**src/rtl/operand_select_reg.sv**
```systemverilog
// operand_select_reg
// Registered N:1 operand select for the ID/EX boundary. One of NUM_IN packed
// inputs is chosen by a binary SELECT and captured with valid, stall (hold)
// and flush (bubble) control. An out-of-range SELECT loads ILLEGAL_VAL and,
// when the slot is valid, latches a sticky error flag.
module operand_select_reg #(
    parameter int                WIDTH       = 32,
    parameter int                NUM_IN      = 3,
    parameter int                SEL_W       = 2,
    parameter logic [WIDTH-1:0]  ILLEGAL_VAL = '0
) (
    input  logic                    CLK,
    input  logic                    RESET,
    input  logic [NUM_IN*WIDTH-1:0] IN_BUS,
    input  logic [SEL_W-1:0]        SELECT,
    input  logic                    IN_VALID,
    input  logic                    STALL,
    input  logic                    FLUSH,
    output logic [WIDTH-1:0]        OUT,
    output logic                    OUT_VALID,
    output logic                    SEL_ERR
);

    // Parameter sanity: every input must be addressable by SELECT.
    if (NUM_IN < 2 || NUM_IN > 16) begin : g_bad_num_in
        $error("operand_select_reg: NUM_IN must be in 2..16");
    end
    if ((2 ** SEL_W) < NUM_IN) begin : g_bad_sel_w
        $error("operand_select_reg: SEL_W too narrow for NUM_IN");
    end

    // True when SELECT does not name an existing input. Constant 0 when
    // NUM_IN fills the whole SELECT code space.
    function automatic logic sel_illegal(input logic [SEL_W-1:0] sel);
        return (int'(sel) >= NUM_IN);
    endfunction

    // Pure combinational decode; falls back to ILLEGAL_VAL so OUT is never X.
    function automatic logic [WIDTH-1:0] sel_word(
        input logic [NUM_IN*WIDTH-1:0] bus,
        input logic [SEL_W-1:0]        sel
    );
        logic [WIDTH-1:0] word;
        word = ILLEGAL_VAL;
        for (int k = 0; k < NUM_IN; k++) begin
            if (int'(sel) == k) begin
                word = bus[k*WIDTH +: WIDTH];
            end
        end
        return word;
    endfunction

    // Stage p0: combinational operand select and legality check
    logic [WIDTH-1:0] data_p0;
    logic             ill_p0;
    logic             vld_p0;

    assign data_p0 = sel_word(IN_BUS, SELECT);
    assign ill_p0  = sel_illegal(SELECT);
    assign vld_p0  = IN_VALID;

    // Stage p1: pipeline register
    logic [WIDTH-1:0] data_p1;
    logic             vld_p1;
    logic             err_p1;

    // Capture register with priority reset > flush > stall > load; the error
    // flag survives flush and is cleared only by reset.
    always_ff @(posedge CLK) begin
        if (RESET) begin
            data_p1 <= '0;
            vld_p1  <= 1'b0;
            err_p1  <= 1'b0;
        end else if (FLUSH) begin
            data_p1 <= '0;
            vld_p1  <= 1'b0;
        end else if (!STALL) begin
            data_p1 <= data_p0;
            vld_p1  <= vld_p0;
            if (vld_p0 && ill_p0) begin
                err_p1 <= 1'b1;
            end
        end
    end

    assign OUT       = data_p1;
    assign OUT_VALID = vld_p1;
    assign SEL_ERR   = err_p1;

endmodule

```
**config.mk**
```make
export PLATFORM = sky130hd
export DESIGN_NAME = operand_select_reg
export DESIGN_NICKNAME = d
export VERILOG_FILES = /design/src/rtl/operand_select_reg.sv
export SDC_FILE = /design/constraint.sdc
export NUM_CORES = 1
export LEC_CHECK = 0
export ABC_AREA = 1
export BUFFER_PORTS_ARGS = -buffer_cell sky130_fd_sc_hd__buf_2
export CAP_MARGIN = 20
export CORE_MARGIN = 2
export CORE_UTILIZATION = 40
export CTS_CLUSTER_DIAMETER = 100
export DETAILED_ROUTE_END_ITERATION = 8
export HOLD_SLACK_MARGIN = 0.02
export PLACE_DENSITY = 0.82
export SLEW_MARGIN = 20
export SYNTH_ARGS = -nofsm -noshare
export SYNTH_HDL_FRONTEND = slang
export SYNTH_SLANG_ARGS = --single-unit
export TNS_END_PERCENT = 100
```
**constraint.sdc**
```tcl
create_clock -name CLK -period 0.8 [get_ports CLK]
set_input_delay 0 -clock CLK [delete_from_list [all_inputs] [get_ports CLK]]
set_output_delay 0 -clock CLK [all_outputs]
set_load 0.05 [all_outputs]
```
==> results.md <==
- Worst-skew pair later-pin latency: 0.29 ns
- Synth warn: 0
- R2R Path Start: OUT[11]
- Post-Place Cells: 522
- # IOs: 137
- Lkg Pwr: 1.740 nW
- Worst hold path endpoint: OUT[4]
- Placer Congestion: 0.8070
- Total GRT Usage: 25.90%
- Unrepaired setup endpoints after global routing: true
- Status: finished clean
- CORE AREA: 4786 um^2
- # rows: 25
- Reg-to-reg endpoint: OUT[11]
- CTS max path bufs: 2
- Slowest stage delay, CP: 0.35 ns
- Final wirelength: 7343 um
- Remaining global-route overflow: 0
- Share of post-route cells with drive strength above 1: 40.83%
- Commonest non-fill, non-tap cell in the layout: buf_2
- Input/output buffers: 136
- Via count: 2782
- Gate count after technology mapping: 331
- Number of antenna violations at the first check in global routing: 0
- Peak VDD IR: 712.3 uV
- Setup crit start kind: flip-flop
- Vias in the first global route: 2658
- Max-slew violations: 0
- DRC: 0
- Die Area: 5630 um^2
- Syn nets: 434
- Flops & latches, synth: 34
- Tightest Hold Check Type: primary input to flip-flop
- Vias per cell: 5.086
- Final setup violation count: 0
- Clock slew at reported path FFs: 0.07 ns
- Critical path class: flip-flop to output pin
- Drt first pass iters: 5
- CP max FO: 2
- Cell Chain, Critical Path: buf_8
- Multi-input logic area: 1157 um^2
- First-pass GRT wire length: 11320 um
- WP data arrival: 0.79 ns
- Most frequent cells in the layout: buf_2 (102), nand2_1 (98), nor2_1 (66)
- Crit path max-delay cell type: dfxtp_2
- DRT iter0 DRCs: 106
- Relative slew slack: 86.92%
- Antenna Violating Nets Remaining: 0
- Clock skew: 0 ns
- Part of the cycle the worst path needs: 98.63%
- Worst hold start: IN_BUS[4]
- Fin crit period: 0.7891 ns
- Cts bufs inserted: 5
- Sink Count: 34
- N_diodes: 0
- R2R depth: 2
- Clock Tree Root: clkbuf_8
- Fill cell count: 413
- Reg area: 723.2 um^2
- Unique masters post-synth: 15
- Hold Path Depth: 5
- Hold slack: 0.02159 ns
- CP top delay family: flip-flops
- Overall Power: 4.467 mW
- Worst Path Buf+Inv: 1
- Power Density: 1309 nW/um^2
- Mapped Avg Cell Area: 6.097 um^2
- Endpoints failing hold: 0
- Setup Buffers After CTS: 0
- Fmax: 1.267 GHz
- H-tree depth: 2
- Routed length per instance: 13.42 um
- Post-Syn Area: 2018 um^2
- Die Y: 75.03 um
- R2R setup slack: 0.11 ns
- Core Util, Final: 71.29%
- X dimension of the die: 75.03 um
- Largest net degree at the start of global routing: 36
- Non-Filler Instances: 547
- Crit end category: output pin
- CTS tree: done
- Dpl hpwl: 4704 um
- Max Cap Viol: 0
- Layout Area Growth over Synthesis: 69.06%
- Slew @ Worst Pin: 0.1962 ns
- Seq/Total Area, Yosys: 33.73%
- NumNets Final: 583
- Worst EP required: 0.80 ns
- Starting Density: 42.17%
## how the worst max path moves through the flow
| stage | startpoint | cells after the start | endpoint |
|---|---|---|---|
| floorplan | OUT_VALID | 2 | OUT_VALID |
| global placement | SELECT[0] | 7 | OUT[31] |
| detailed placement | SELECT[0] | 7 | OUT[31] |
| CTS | OUT[23] | 1 | OUT[23] |
| global route | IN_BUS[31] | 6 | OUT[31] |
| finish | OUT[10] | 1 | OUT[10] |
## kinds of logic after synthesis
group	synth area share, %
AO/OA/AOI/OAI	8.307
buffers and inverters	9.424
flip-flops	33.73
AND/OR/NAND/NOR	48.54
## repair_timing
item | CTS | global route
endpoints found under the hold margin | 17 | 0
hold buffers | 18 | 0
endpoints found under the setup margin | 34 | 15
resized for setup | 66 | 17
pin swaps | 0 | 2
## report_power, final
part	total (mW)	switching [mW]	internal (mW)
Sequential	1.83	0.0541	1.78
Combinational	1.45	0.784	0.662
Clock	1.19	0.590	0.599
## flip-flops by register name, indices dropped and copies added, names as in the netlist
name and flops:
OUT_VALID 1, SEL_ERR 1, OUT 32
## stage by stage
step / instance area, um^2 / setup TNS (ns) / setup WS (ns)
floorplan: 2061 / 0 / 0.04005
global placement: 2888 / -0.8883 / -0.05622
detailed placement: 2888 / -0.8487 / -0.05601
CTS: 3349 / 0 / 0.00005806
global route: 3412 / -0.07061 / -0.02147
finish: 3412 / 0 / 0.01093
## per-layer routing
metal  track usage (%)  vias to the layer above  routed length, um
met5                 0                        -                  0
met4             11.31                        0                175
met3             5.221                       23                483
met2             47.56                      140               3866
met1             28.69                     1260               2818
li1                  -                     1359                  -
## cell usage after synthesis
cell type,n,area share [%]
nand2_1,99,18
o21ai_1,5,1.2
buf_4,11,4.1
buf_6,3,1.7
nand3_1,65,16
nor2_8,1,0.99
o21ai_0,27,6.7
dfxtp_1,34,34
buf_2,8,2.0
clkbuf_1,5,0.93
inv_1,2,0.37
inv_2,2,0.37
nor2_4,1,0.56
nor2_1,67,12
a21boi_0,1,0.37
## cell type report
| type | instances | area share [%] |
|---|---|---|
| Multi-Input combinational cell | 266 | 33.92 |
| Sequential cell | 34 | 21.20 |
| Inverter | 4 | 0.4400 |
| Timing Repair Buffer | 169 | 39.75 |
| Tap cell | 67 | 2.457 |
| Clock buffer | 7 | 2.237 |
Power figures use the tool's default switching activity.
